### src/rtl/ps2_code_fifo.sv
// PS/2 make-code buffer: rising-edge detect on PS2_code_ready, optional typematic-repeat
// suppression, and a first-word-fall-through FIFO read through a valid/ready handshake.
//
// Held-key tracker states:
//   state | meaning
//   IDLE  | no key held; any make code is a push candidate
//   HELD  | last accepted make (last_make_q) still held; an identical make is a repeat
module ps2_code_fifo #(
  parameter int DEPTH       = 16,
  parameter int ADDR_W      = 4,
  parameter int DROP_REPEAT = 1
) (
  input  logic              Clock_50,
  input  logic              Reset,
  input  logic [7:0]        PS2_code,
  input  logic              PS2_code_ready,
  input  logic              PS2_make_code,
  input  logic              flush,
  output logic              code_valid,
  output logic [7:0]        code_data,
  input  logic              code_ready,
  output logic [ADDR_W:0]   fill_level,
  output logic              full,
  output logic              overflow,
  output logic [7:0]        overflow_count
);

  typedef enum logic {IDLE, HELD} held_state_e;

  localparam logic [ADDR_W:0] DEPTH_F = (ADDR_W + 1)'(DEPTH);

  held_state_e       state_q, state_d;
  logic              ready_buf_q, ready_buf_d;
  logic [7:0]        last_make_q, last_make_d;
  logic [ADDR_W-1:0] wr_q, wr_d, rd_q, rd_d;
  logic [ADDR_W:0]   fill_q, fill_d, fill_after_pop;
  logic [7:0]        data_q, data_d;
  logic              ovf_q, ovf_d;
  logic [7:0]        ovf_cnt_q, ovf_cnt_d;
  logic [7:0]        mem_q [DEPTH];

  logic ev, is_repeat, cand, pop, push, drop, full_w;

  always_comb begin
    ev        = PS2_code_ready & ~ready_buf_q;
    is_repeat = (DROP_REPEAT != 0) && (state_q == HELD) && (PS2_code == last_make_q);
    cand      = ev & PS2_make_code & ~is_repeat;
    full_w    = (fill_q == DEPTH_F);
    pop       = (fill_q != '0) & code_ready & ~flush;
    // a full FIFO still accepts a push when the head leaves in the same cycle
    push      = cand & ~flush & (~full_w | pop);
    drop      = cand & ~flush & full_w & ~pop;

    ready_buf_d = PS2_code_ready;
    state_d     = state_q;
    last_make_d = last_make_q;
    if (flush) begin
      state_d = IDLE;
    end else if (ev & ~PS2_make_code) begin
      state_d = IDLE;
    end else if (cand) begin
      state_d     = HELD;
      last_make_d = PS2_code;
    end

    wr_d           = wr_q + ADDR_W'(push);
    rd_d           = rd_q + ADDR_W'(pop);
    fill_d         = fill_q + (ADDR_W + 1)'(push) - (ADDR_W + 1)'(pop);
    fill_after_pop = fill_q - (ADDR_W + 1)'(pop);
    if (flush) begin
      wr_d   = '0;
      rd_d   = '0;
      fill_d = '0;
    end

    // next head: empty reads as 0; a push into a drained FIFO bypasses the RAM
    if (fill_d == '0)
      data_d = 8'h00;
    else if (fill_after_pop == '0)
      data_d = PS2_code;
    else
      data_d = mem_q[rd_d];

    ovf_d     = ovf_q | drop;
    ovf_cnt_d = (drop && ovf_cnt_q != 8'hFF) ? ovf_cnt_q + 8'd1 : ovf_cnt_q;
  end

  always_ff @(posedge Clock_50 or posedge Reset) begin
    if (Reset) begin
      state_q     <= IDLE;
      ready_buf_q <= 1'b0;
      last_make_q <= 8'h00;
      wr_q        <= '0;
      rd_q        <= '0;
      fill_q      <= '0;
      data_q      <= 8'h00;
      ovf_q       <= 1'b0;
      ovf_cnt_q   <= 8'h00;
    end else begin
      state_q     <= state_d;
      ready_buf_q <= ready_buf_d;
      last_make_q <= last_make_d;
      wr_q        <= wr_d;
      rd_q        <= rd_d;
      fill_q      <= fill_d;
      data_q      <= data_d;
      ovf_q       <= ovf_d;
      ovf_cnt_q   <= ovf_cnt_d;
    end
  end

  always_ff @(posedge Clock_50) begin
    if (push) mem_q[wr_q] <= PS2_code;
  end

  assign code_valid     = (fill_q != '0);
  assign code_data      = data_q;
  assign fill_level     = fill_q;
  assign full           = full_w;
  assign overflow       = ovf_q;
  assign overflow_count = ovf_cnt_q;

endmodule

### config.mk
export PLATFORM = sky130hd
export DESIGN_NAME = ps2_code_fifo
export DESIGN_NICKNAME = d
export VERILOG_FILES = /design/src/rtl/ps2_code_fifo.sv
export SDC_FILE = /design/constraint.sdc
export NUM_CORES = 1
export LEC_CHECK = 0
export BUFFER_PORTS_ARGS = -buffer_cell sky130_fd_sc_hd__buf_2
export CORE_ASPECT_RATIO = 1.75
export CORE_UTILIZATION = 55
export CTS_CLUSTER_DIAMETER = 60
export DETAILED_ROUTE_END_ITERATION = 10
export GPL_TIMING_DRIVEN = 0
export PLACE_DENSITY = 0.73
export SETUP_SLACK_MARGIN = 0.3
export SLEW_MARGIN = 10
export SYNTH_ARGS = -nofsm -noshare
export SYNTH_HDL_FRONTEND = slang
export SYNTH_SLANG_ARGS = --single-unit
### constraint.sdc
create_clock -name Clock_50 -period 4 [get_ports Clock_50]
set_input_delay 0.8 -clock Clock_50 [delete_from_list [all_inputs] [get_ports Clock_50]]
set_output_delay 0.8 -clock Clock_50 [all_outputs]
set_load 0.03 [all_outputs]
Word level (Yosys, flattened, before mapping)

Memory sizes are Yosys's and may differ from the RTL's.
Cells that the tools add are included.

Flip-flop bits (word level): 40
Bits in writable memories: 128
Output and inout bits: 24
Logic and storage cells: 55
Memories: 1

Add/sub/neg operators: 6
Eq/ne operators: 3
Muxes and demuxes: 10
Bitwise operators: 19
Reductions and logical operators: 7

Memory list:

| memory | depth | width | rd ports | clocked after Yosys merged registers in | write ports | RTL line | text |
|---|---|---|---|---|---|---|---|
| mem_q  | 16    | 8     | 1        | 0                                       | 1           | 40       | `logic [7:0] mem_q [DEPTH];` |

Operator list:

| cell                  | count |
|---|---|
| $mux W8               | 2 |
| $and A1 B1 Y1         | 10 |
| $logic_not A5 Y1      | 2 |
| $sub A5 B1 Y5         | 2 |
| $add A4 B1 Y4         | 2 |
| $add A8 B1 Y8 const B | 1 |
| $eq A8 B8 Y1          | 1 |
| $mux W4               | 2 |
| $ne A8 B8 Y1 const B  | 1 |
| $not A1 Y1            | 7 |
| $add A5 B1 Y5         | 1 |
| $eq A5 B5 Y1 const B  | 1 |
| $mux W1               | 5 |
| $mux W5               | 1 |
| $reduce_bool A5 Y1    | 1 |
| $reduce_and A3 Y1     | 1 |
| $reduce_bool A3 Y1    | 1 |
| $logic_and A1 B1 Y1   | 2 |
| $or A1 B1 Y1          | 2 |

Longest topological paths before layout

Gate-level depths: netlist of the first run.

Depth after elaboration: 11
Depth in mapped cells: 17
Depth with buffers taken out: 16

Worst setup path after synthesis of the first run

Ideal clock, no wire load.

Path kind: reg-to-reg
Start point: reg fill_q[2], in the netlist fill_level[2]
End point: reg data_q[4], in the netlist code_data[4]
Arrival time: 3.389 ns
Data required time: 3.901 ns
Slack: 0.512 ns
Cell stages (with the launch flop): 13
Buffers on the path: 1
Cell sequence: dfrtp_1 inv_1 ha_1 nand4b_1 nor3b_1 ha_1 ha_1 xor2_4 buf_8 mux2i_1 a2111oi_0 o21ai_1 a311oi_1

Longest elaborated chain between the ends: 10
Elaborated cells between the ends (all ways): 18
Those cells by class: add/sub (4); eq/ne (1); mux (4); bitwise (5); reduce/logical (3); memory (1)

RTL lines:

| what                           | RTL line | text |
|---|---|---|
| start, declared                | 36       | `logic [ADDR_W:0] fill_q, fill_d, fill_after_pop;` |
| start signal, assigned         | 105      | `fill_q <= fill_d;` |
| $reduce_bool A5 Y1 (*)         | -        |  |
| named net code_valid           | 19       | `output logic code_valid,` |
| $and A1 B1 Y1 (*) (2 in a row) | 49       | `pop = (fill_q != '0) & code_ready & ~flush;` |
| $or A1 B1 Y1                   | 51       | `push = cand & ~flush & (~full_w \| pop);` |
| $and A1 B1 Y1                  | 51       |  |
| $add A5 B1 Y5                  | 68       | `fill_d = fill_q + (ADDR_W + 1)'(push) - (ADDR_W + 1)'(pop);` |
| $sub A5 B1 Y5                  | 68       |  |
| $mux W5                        | 70       | `if (flush) begin` |
| $logic_not A5 Y1               | 77       | `if (fill_d == '0)` |
| $mux W8 (*)                    | 77       |  |
| named net data_d[4]            | 37       | `logic [7:0] data_q, data_d;` |
| end signal, assigned           | 106      | `data_q <= data_d;` |
| end, declared                  | 37       |  |

The timed path passes the listed nets; every way through them passes the cells marked *.
A chain may end at the register's enable or synchronous reset.

Worst setup path after layout of the first run

Start point: reg fill_q[3], in the netlist fill_level[3]
End point: reg data_q[7], in the netlist code_data[7]

Longest elaborated chain between the ends: 10
Elaborated cells between the ends (all ways): 18
Those cells by class: add/sub (4); eq/ne (1); mux (4); bitwise (5); reduce/logical (3); memory (1)

RTL lines:

| what                       | RTL line |
|---|---|
| $reduce_bool A5 Y1         | 49 |
| $and A1 B1 Y1 (2 in a row) | 49 |
| $or A1 B1 Y1               | 51 |
| $and A1 B1 Y1              | 51 |
| $add A5 B1 Y5              | 68 |
| $sub A5 B1 Y5              | 68 |
| $mux W5                    | 70 |
| $logic_not A5 Y1           | 77 |
| $mux W8 (*)                | 77 |
| named net data_d[7]        | 37 |

Marks and branches as above.

==> results.cfg, run 1 <==
[timing]
relSlewSlack_pct = 21.5
skew_ps = 10.2
post-route-min-period_ps = 3540
setup_viol_count_final = 0
finalCritPeriodShare_pct = 88.4
fin_ws_ps = 465
drv_slew = 0
report.final.hold_viol_count = 0
fmax_mhz = 283
whs_ps = 490
worst_slew_pin_slew_ps = 1170
rsz0062_at_grt = no

[setup_path]
timing.critical_path.from_type = flip-flop
slowest_delay_ps = 450
r2r_cells = 12
cpMaxStageDelayCell = clkbuf_1
cp_top_family = buffers and inverters
critPathArrivalTime_ps = 3870
reg2reg_to = code_data[7]
crit_path_start = fill_level[3]
endpoint_kind = flip-flop
critPathKind = reg2reg
crit_required_ps = 4330
crit_fanout = 10
cp-endpoint = code_data[7]
cp_num_buf_inv = 4
r2r-start = fill_level[3]
crit_chain = inv_1 -> ha_1 -> nand4b_1 -> nor3b_4 -> ha_1 -> buf_4 -> buf_4 -> clkbuf_1 -> nor3_1 -> a2111oi_0 -> o21ai_1 -> a311oi_1
r2r_slack_ps = 460
path_depth = 12

[synth]
yosys.area.top_type_share_pct = 53.1
synthCells = 478
ys_seq_area_share_pct = 66.9
synth.distinct_cells = 58
syn-num-nets = 506
yosys_warnings = 0
synth_edf_count = 128
synth_area_um2 = 7240
ys.flop_type = edfxtp_1
synth_top_area_cell = edfxtp_1
ys_ff_latch = 168
post_synth.cell_area_avg_um2 = 15.2
synth.area.top_cells = edfxtp_1, dfrtp_1, mux4_2
synthArstFlopShare_pct = 23.8

[placement]
dp_hpwl_mm = 10.8
pre_cts_ws_ps = -423
dpl-instance-area_um2 = 7650
io_buffer_count = 37
gp_congestion = 0.943

[route]
first_pass_iters = 5
drc_errors = 0
wire_per_inst_um = 22.3
num_vias = 4368
wl_mm = 16.2
drtIter0Drc = 337
ant_nets = 0
vias_per_cell = 6.02

[global_route]
antenna_found_initial = 0
first_global_vias = 4517
grt_pass1_wl_mm = 24.4
grt-ovfl-total = 0
track_usage_pct = 25.5
grt_max_degree = 41

[clocking]
clock_latency_ps = 430
cts_buffer_depth = 2
cts_buffers = 17
clk_pin_slew_worst_paths_ps = 70
cts_hold_buf = 0
htreeDepth = 4
ctsRootBufferMaster = clkbuf_16
cts.sinks = 168
cts_tree = built

[layout]
diodes = 0
design_area_um2 = 8420
drive_gt1_share_pct = 22.0
final_common_cell = edfxtp_1
syn_to_final_growth_pct = 16.2
layout_common_cells = edfxtp_1, nor2_1, dfrtp_1, buf_2
fillerInstances = 909
final_nets = 570
fin_util_pct = 65.4

[power_and_ir_drop]
cellPowerDensity_nw_per_um2 = 566
cellLeakagePower_nw = 3.09
peakVddDrop_v = 0.000345

[floorplanning]
boundaryPins = 38
die_w_um = 88.8
die-area_um2 = 13700
rows = 55
initial_core_util_pct = 56.3
core_um2 = 12900
die_y_um = 154

[status]
outcome = finished clean

[flow_run]
max-cap-violations = 0

[min_path]
hold_class = reg2reg
==> synthesized netlist by cell type (2+ instances only) <==
| cell type | number |
|---|---|
| o21ai_0 | 2 |
| nand4_1 | 3 |
| mux4_2 | 9 |
| mux2_1 | 9 |
| nand3_1 | 9 |
| dfrtp_1 | 40 |
| a22oi_1 | 8 |
| nand2b_1 | 4 |
| nor2b_1 | 4 |
| nand2_1 | 21 |
| inv_2 | 2 |
| xor2_1 | 8 |
| buf_6 | 5 |
| o21bai_1 | 2 |
| a311oi_1 | 7 |
| edfxtp_1 | 128 |
| nor2_1 | 41 |
| mux4_1 | 7 |
| a21oi_1 | 3 |
| inv_1 | 19 |
| nand3b_1 | 3 |
| nor4_1 | 21 |
| dlymetal6s2s_1 | 2 |
| buf_4 | 3 |
| xnor2_1 | 16 |
| nor3_1 | 22 |
| o21ai_1 | 9 |
| ha_1 | 13 |
| mux2i_1 | 9 |
| a31oi_1 | 3 |
| a32o_1 | 7 |
| a2111oi_0 | 7 |
| clkbuf_1 | 7 |
==> report_power, final <==
| part | switching (mW) | leakage, nW | internal (mW) | total (mW) |
|---|---|---|---|---|
| Clock | 0.681 | 0.304 | 0.969 | 1.65 |
| Combinational | 0.663 | 1.11 | 0.425 | 1.09 |
| Sequential | 0.0611 | 1.67 | 1.97 | 2.03 |
==> metrics by stage <==
stage               instances  total power [mW]  setup TNS (ps)
floorplan                 478              2.80               0
global placement          686              3.06           -2210
detailed placement        686              3.10           -3160
CTS                       721              4.73               0
global route              726              4.94               0
finish                    726              4.77               0
==> worst min path at each step <==
stage                              start        endpoint  slack (ps)  depth (start not counted)
final                           overflow        overflow         490                          1
after global routing      PS2_code_ready     ready_buf_q         500                          1
after CTS                       overflow        overflow         490                          1
after detailed placement        overflow        overflow         470                          1
after global placement          overflow        overflow         460                          1
after floorplan           last_make_q[0]  last_make_q[0]         490                          1
==> worst reg2reg max path, delay by kind of cell, from the launching register on <==
| kind | cells | cell delay [ps] |
|---|---|---|
| buf+inv | 4 | 1070 |
| compound gates | 3 | 950 |
| simple gates | 3 | 470 |
| fa+ha+maj | 2 | 520 |
| flops | 1 | 440 |
==> routing by layer <==
layer	share of wire (%)	vias to the layer above	GRT usage [%]
li1	-	1967	-
met4	3.6	0	12.1
met1	37	2194	29.3
met2	54	171	44.7
met5	0	-	0
met3	5.7	36	4.99
==> timing repair <==
item,in CTS,in global routing
pin swaps,2,1
gates resized for setup,7,15
setup endpoints to repair,8,8
setup buffers,3,5
==> registers in the layout, indices dropped and copies added (netlist names) <==
signal and flops:
state_q 1, ready_buf_q 1, overflow_count 8, fill_level 5
mem_q 128, last_make_q 8, wr_q 4, code_data 8
overflow 1, rd_q 4
==> logic make-up (layout without fill, tap and decap cells) <==
logic type      after synthesis  in the layout  synth area share [%]
flops                       168            168                  66.9
mux                          35             35                  8.29
buf+inv                      43            120                  3.52
xor+xnor                     26             26                  3.51
simple gates                138            138                  9.60
compound gates               54             54                  5.67
fa+ha+maj                    14             14                  2.52
==> final cells by class <==
| type | count | area, um2 | area share (%) |
|---|---|---|---|
| flip-flops and latches | 168 | 4850 | 57.6 |
| multi-input cells | 267 | 2230 | 26.4 |
| clock buffers | 23 | 543 | 6.45 |
| well taps | 171 | 214 | 2.54 |
| clock inverters | 9 | 68.8 | 0.817 |
| inverters | 21 | 78.8 | 0.936 |
| repair buffers | 45 | 268 | 3.18 |
| plain buffers | 22 | 174 | 2.07 |
No activity file was read; power rests on OpenSTA's default activity.
==> inputs of run 2 (changes only) <==
--- a/config.mk
+++ b/config.mk
@@ -7,11 +7,10 @@
 export LEC_CHECK = 0
 export BUFFER_PORTS_ARGS = -buffer_cell sky130_fd_sc_hd__buf_2
 export CORE_ASPECT_RATIO = 1.75
-export CORE_UTILIZATION = 55
+export CORE_UTILIZATION = 35
 export CTS_CLUSTER_DIAMETER = 60
 export DETAILED_ROUTE_END_ITERATION = 10
 export GPL_TIMING_DRIVEN = 0
-export PLACE_DENSITY = 0.73
 export SETUP_SLACK_MARGIN = 0.3
 export SLEW_MARGIN = 10
 export SYNTH_ARGS = -nofsm -noshare
==> run 2 against run 1 <==
  * Sequential share of layout area shrank 0.82 points
  * Largest power group unchanged
  * Combinational power grew 5%
  * Largest cell class unchanged
  * Count of clock-buffer cells in the layout shrank 3
  * Via count shrank 1.6%
==> results.cfg, run 2 (synthesis gave the netlist of run 1 again) <==
[status]
outcome = finished clean

[layout]
final_common_cell = edfxtp_1
design_area_um2 = 8540
largest_reg_flops = 128
fillerInstances = 1780
drive_gt1_share_pct = 23.3
diodes = 0
regMostFlops = mem_q
final_cells = 805
syn_to_final_growth_pct = 17.9
layout_common_cells = edfxtp_1, nor2_1, dfrtp_1, buf_2
final_nets = 572

[global_route]
grt-ovfl-total = 0
first_global_vias = 4540
grt_max_degree = 41
track_usage_pct = 16.7
antenna_found_initial = 0
grt_pass1_wl_mm = 26.3

[route]
vias_per_cell = 5.34
wire_per_inst_um = 21.0
wl_mm = 16.9
first_pass_iters = 4
drtIter0Drc = 351
drc_errors = 0
ant_nets = 0
num_vias = 4298

[setup_path]
crit_required_ps = 4260
endpoint_kind = flip-flop
r2r_cells = 12
crit_fanout = 10
critPathKind = in2reg
critPathArrivalTime_ps = 3790
timing.critical_path.from_type = input pin

[flow_run]
max-cap-violations = 0

[clocking]
cts_buffers = 17
cts_buffer_depth = 2
cts_hold_buf = 0
htreeDepth = 4
cts.sinks = 168
clock_latency_ps = 420
cts_tree = built
ctsRootBufferMaster = clkbuf_16
clk_pin_slew_worst_paths_ps = 60

[timing]
whs_ps = 471
worst_slew_pin_slew_ps = 1210
setup_viol_count_final = 0
fmax_mhz = 284
skew_ps = 8.52
relSlewSlack_pct = 18.4
post-route-min-period_ps = 3520
finalCritPeriodShare_pct = 88.1
report.final.hold_viol_count = 0
drv_slew = 0
rsz0062_at_grt = no

[floorplanning]
die_w_um = 111
initial_core_util_pct = 35.7
die-area_um2 = 21300
rows = 69
core_um2 = 20300
die_y_um = 192
boundaryPins = 38

[placement]
dp_hpwl_mm = 11.6
dpl-instance-area_um2 = 7750
io_buffer_count = 37
gp_congestion = 0.876
dp.cells = 763

[power_and_ir_drop]
p_comb_share_pct = 24.1
switchingPower_mw = 1.39
power_frac_seq_pct = 42.9
p_int_mw = 3.34
swShare_pct = 29.4
cellPowerDensity_nw_per_um2 = 553
cellLeakagePower_nw = 3.07
clkPwrFrac_pct = 33.1
peakVddDrop_v = 0.000363

[min_path]
hold_class = reg2reg
min_delay_path_depth = 1
-- run 2: changes by cell type in the layout (fill, tap and decap cells not counted), sizes merged --
cell           delta
buf               -2
bufinv            +2
clkdlybuf4s15     +1
clkinv            +5
clkinvlp          +2
inv               -6
-- run 2: per-layer routing --
metal	wire length [um]	track usage, %
met5	0	0
met4	782	10.0
met3	497	2.86
met2	9500	31.9
met1	6100	16.8
-- run 2: path summary, 6_finish.rpt --
check	end	from	slack [ps]
worst max-delay path	code_data[5]	flush	480
worst min-delay path	overflow	overflow	470
worst max register to register	code_data[4]	fill_level[2]	500
worst min register to register	overflow	overflow	470
max in group asynchronous	fill_level[3]	Reset	2860
min in group asynchronous	overflow_count[2]	Reset	550
-- run 2: critical path, stage by stage --
cell and delay [ps]:
buf_2 160, buf_6 160, clkbuf_8 180, nor3b_4 230
ha_1 220, ha_2 300, xor2_4 280, buf_4 200
dlymetal6s2s_1 200, buf_4 170, buf_4 130, mux4_2 360
a22oi_1 250, a311oi_2 150
-- run 2: per-stage QoR --
| step | power (mW) | setup slack (ps) | util (%) | TNS (ps) |
|---|---|---|---|---|
| after global placement | 3.09 | -781 | 38.1 | -5130 |
| after CTS | 4.72 | 313 | 41.6 | 0 |
| after floorplan | 2.80 | 512 | - | 0 |
| after global routing | 4.92 | 315 | 42.1 | 0 |
| after detailed placement | 3.12 | -795 | 38.2 | -5210 |
| final | 4.73 | 476 | 42.1 | 0 |
-- run 2: layout make-up --
| cell class | instances | area (um2) | area share, % |
|---|---|---|---|
| clock buffers | 20 | 437 | 5.11 |
| well taps | 248 | 310 | 3.63 |
| inverters | 21 | 78.8 | 0.923 |
| plain buffers | 22 | 185 | 2.17 |
| flip-flops and latches | 168 | 4850 | 56.7 |
| clock inverters | 12 | 129 | 1.51 |
| multi-input cells | 267 | 2260 | 26.5 |
| repair buffers | 47 | 292 | 3.41 |
-- run 2: power by group through the flow --
| stage | logic (mW) | registers [mW] | clock network (mW) |
|---|---|---|---|
| 6_report | 1.14 | 2.03 | 1.56 |
| 5_1_grt | 1.23 | 2.03 | 1.66 |
| 4_1_cts | 1.10 | 2.03 | 1.59 |
| 3_5_place_dp | 1.05 | 2.06 | 0 |
| 3_3_place_gp | 1.04 | 2.06 | 0 |
| 2_1_floorplan | 0.633 | 2.17 | 0 |
-- run 2: timing repair --
action,in CTS,in global routing
buffers inserted,7,3
resized for setup,16,28
pin swaps,2,4
endpoints found under the setup margin,8,8
==> inputs of run 3 (changes only) <==
--- a/config.mk
+++ b/config.mk
@@ -8,7 +8,7 @@
 export BUFFER_PORTS_ARGS = -buffer_cell sky130_fd_sc_hd__buf_2
 export CORE_ASPECT_RATIO = 1.75
 export CORE_UTILIZATION = 35
-export CTS_CLUSTER_DIAMETER = 60
+export CTS_CLUSTER_DIAMETER = 40
 export DETAILED_ROUTE_END_ITERATION = 10
 export GPL_TIMING_DRIVEN = 0
 export SETUP_SLACK_MARGIN = 0.3
==> constraint.sdc (replaced) <==
create_clock -name Clock_50 -period 3.7 [get_ports Clock_50]
set_input_delay 0.74 -clock Clock_50 [delete_from_list [all_inputs] [get_ports Clock_50]]
set_output_delay 0.74 -clock Clock_50 [all_outputs]
set_load 0.03 [all_outputs]
==> run 3 against run 2 <==
  * Critical path depth shrank 1
  * Utilization grew 0.60 points
  * Total power grew 10%
  * Combinational power grew 14%
  * Global-route usage shrank 0.23 points
  * Count of clock-buffer cells in the layout shrank 2
  * Highest routed layer unchanged
  * Sequential power grew 7%
  * Largest cell class unchanged
  * Critical endpoint is now code_data[1]
  * Wire length shrank 0.41%
==> results.cfg, run 3 (synthesis gave the netlist of run 1 again) <==
[status]
outcome = finished clean

[layout]
syn_to_final_growth_pct = 19.6
final_nets = 573
diodes = 0
largest_reg_flops = 128
drive_gt1_share_pct = 25.6
final_common_cell = edfxtp_1
regMostFlops = mem_q
layout_common_cells = edfxtp_1, nor2_1, dfrtp_1, buf_2, nand2_1

[floorplanning]
rows = 69
die-area_um2 = 21300
core_um2 = 20300
die_y_um = 192
boundaryPins = 38
initial_core_util_pct = 35.7
die_w_um = 111

[setup_path]
endpoint_kind = flip-flop
crit_fanout = 10
timing.critical_path.from_type = input pin
r2r-start = fill_level[3]
cpMaxStageDelayCell = a311oi_4
critPathKind = in2reg
slowest_delay_ps = 380
r2r_slack_ps = 430
critPathArrivalTime_ps = 3650
crit_top_cell = buf_2
crit_required_ps = 4000
crit_chain = buf_2 -> buf_6 -> clkbuf_8 -> nor3b_4 -> ha_2 -> ha_4 -> xor2_4 -> buf_12 -> buf_2 -> nor3_1 -> a2111oi_0 -> o21ai_1 -> a311oi_4
crit_path_start = flush

[min_path]
hold_class = in2async

[timing]
fmax_mhz = 298
skew_ps = 7.81
rsz0062_at_grt = no
post-route-min-period_ps = 3350
finalCritPeriodShare_pct = 90.5
fin_ws_ps = 350
drv_slew = 0
tns_ps = 0
relSlewSlack_pct = 40.9
setup_viol_count_final = 0
report.final.hold_viol_count = 0
worst_slew_pin_slew_ps = 882

[clocking]
cts_hold_buf = 0
ctsRootBufferMaster = clkbuf_16
clock_latency_ps = 430
cts_buffers = 17
cts_buffer_depth = 2
cts.sinks = 168
cts_tree = built
clk_pin_slew_worst_paths_ps = 60
htreeDepth = 4

[power_and_ir_drop]
peakVddDrop_v = 0.000429
cellPowerDensity_nw_per_um2 = 601
cellLeakagePower_nw = 3.10

[flow_run]
max-cap-violations = 0

[route]
ant_nets = 0
first_pass_iters = 4
vias_per_cell = 5.35
wire_per_inst_um = 20.9
drtIter0Drc = 180
num_vias = 4309
drc_errors = 0
wl_mm = 16.8

[global_route]
antenna_found_initial = 0
grt_pass1_wl_mm = 25.4
grt-ovfl-total = 0
first_global_vias = 4657
track_usage_pct = 16.5
grt_max_degree = 31

[placement]
io_buffer_count = 37
gp_congestion = 0.809
dp_hpwl_mm = 11.9
pre_cts_ws_ps = -646
==> run 3: area by class of cell <==
cell class,count,area (um2)
flip-flops and latches,168,4850
plain buffers,22,181
clock buffers,18,429
repair buffers,48,328
well taps,248,310
multi-input cells,267,2340
clock inverters,14,150
inverters,21,78.8
fillers,1793,11600
==> run 3: path summary, 6_finish.rpt <==
| check | end | cells after the start |
|---|---|---|
| worst max-delay path | code_data[1] | 13 |
| worst min-delay path | overflow_count[0] | 2 |
| worst max register to register | code_data[1] | 13 |
| worst min register to register | overflow | 1 |
| max in group asynchronous | fill_level[3] | 3 |
| min in group Clock_50 | ready_buf_q | 1 |
==> run 3: report_power, final <==
group / leakage (nW) / switching, mW / internal (mW) / total [mW]
clock: 0.267 / 0.726 / 0.996 / 1.72
combinational: 1.16 / 0.779 / 0.522 / 1.30
sequential: 1.67 / 0.0577 / 2.13 / 2.18
==> run 3: critical path, delay by kind of cell <==
family	cells	cell delay (ps)
compound gates	3	970
buf+inv	5	920
fa+ha+maj	2	480
simple gates	2	370
xor+xnor	1	170
==> run 3: what timing repair did <==
action,in CTS,in global routing
pin swaps,6,7
gates resized for setup,34,20
setup endpoints to repair,8,8
setup buffers,8,2
==> run 3: routing by layer <==
| layer | GRT usage [%] | wire (um) | part of all wire [%] |
|---|---|---|---|
| met2 | 31.8 | 9560 | 57 |
| met1 | 15.0 | 5660 | 34 |
| met5 | 0 | 0 | 0 |
| met3 | 3.30 | 634 | 3.8 |
| met4 | 12.3 | 955 | 5.7 |
==> run 3: through the flow <==
stage	power (mW)	hold WS, ps	instances	utilization (%)	area, um2
4_1_cts	5.21	228	804	42.4	8600
5_1_grt	5.43	255	806	42.7	8660
3_3_place_gp	3.35	465	763	38.2	7750
3_5_place_dp	3.38	483	764	38.4	7790
2_1_floorplan	3.03	486	478	-	7260
6_report	5.21	242	806	42.7	8660
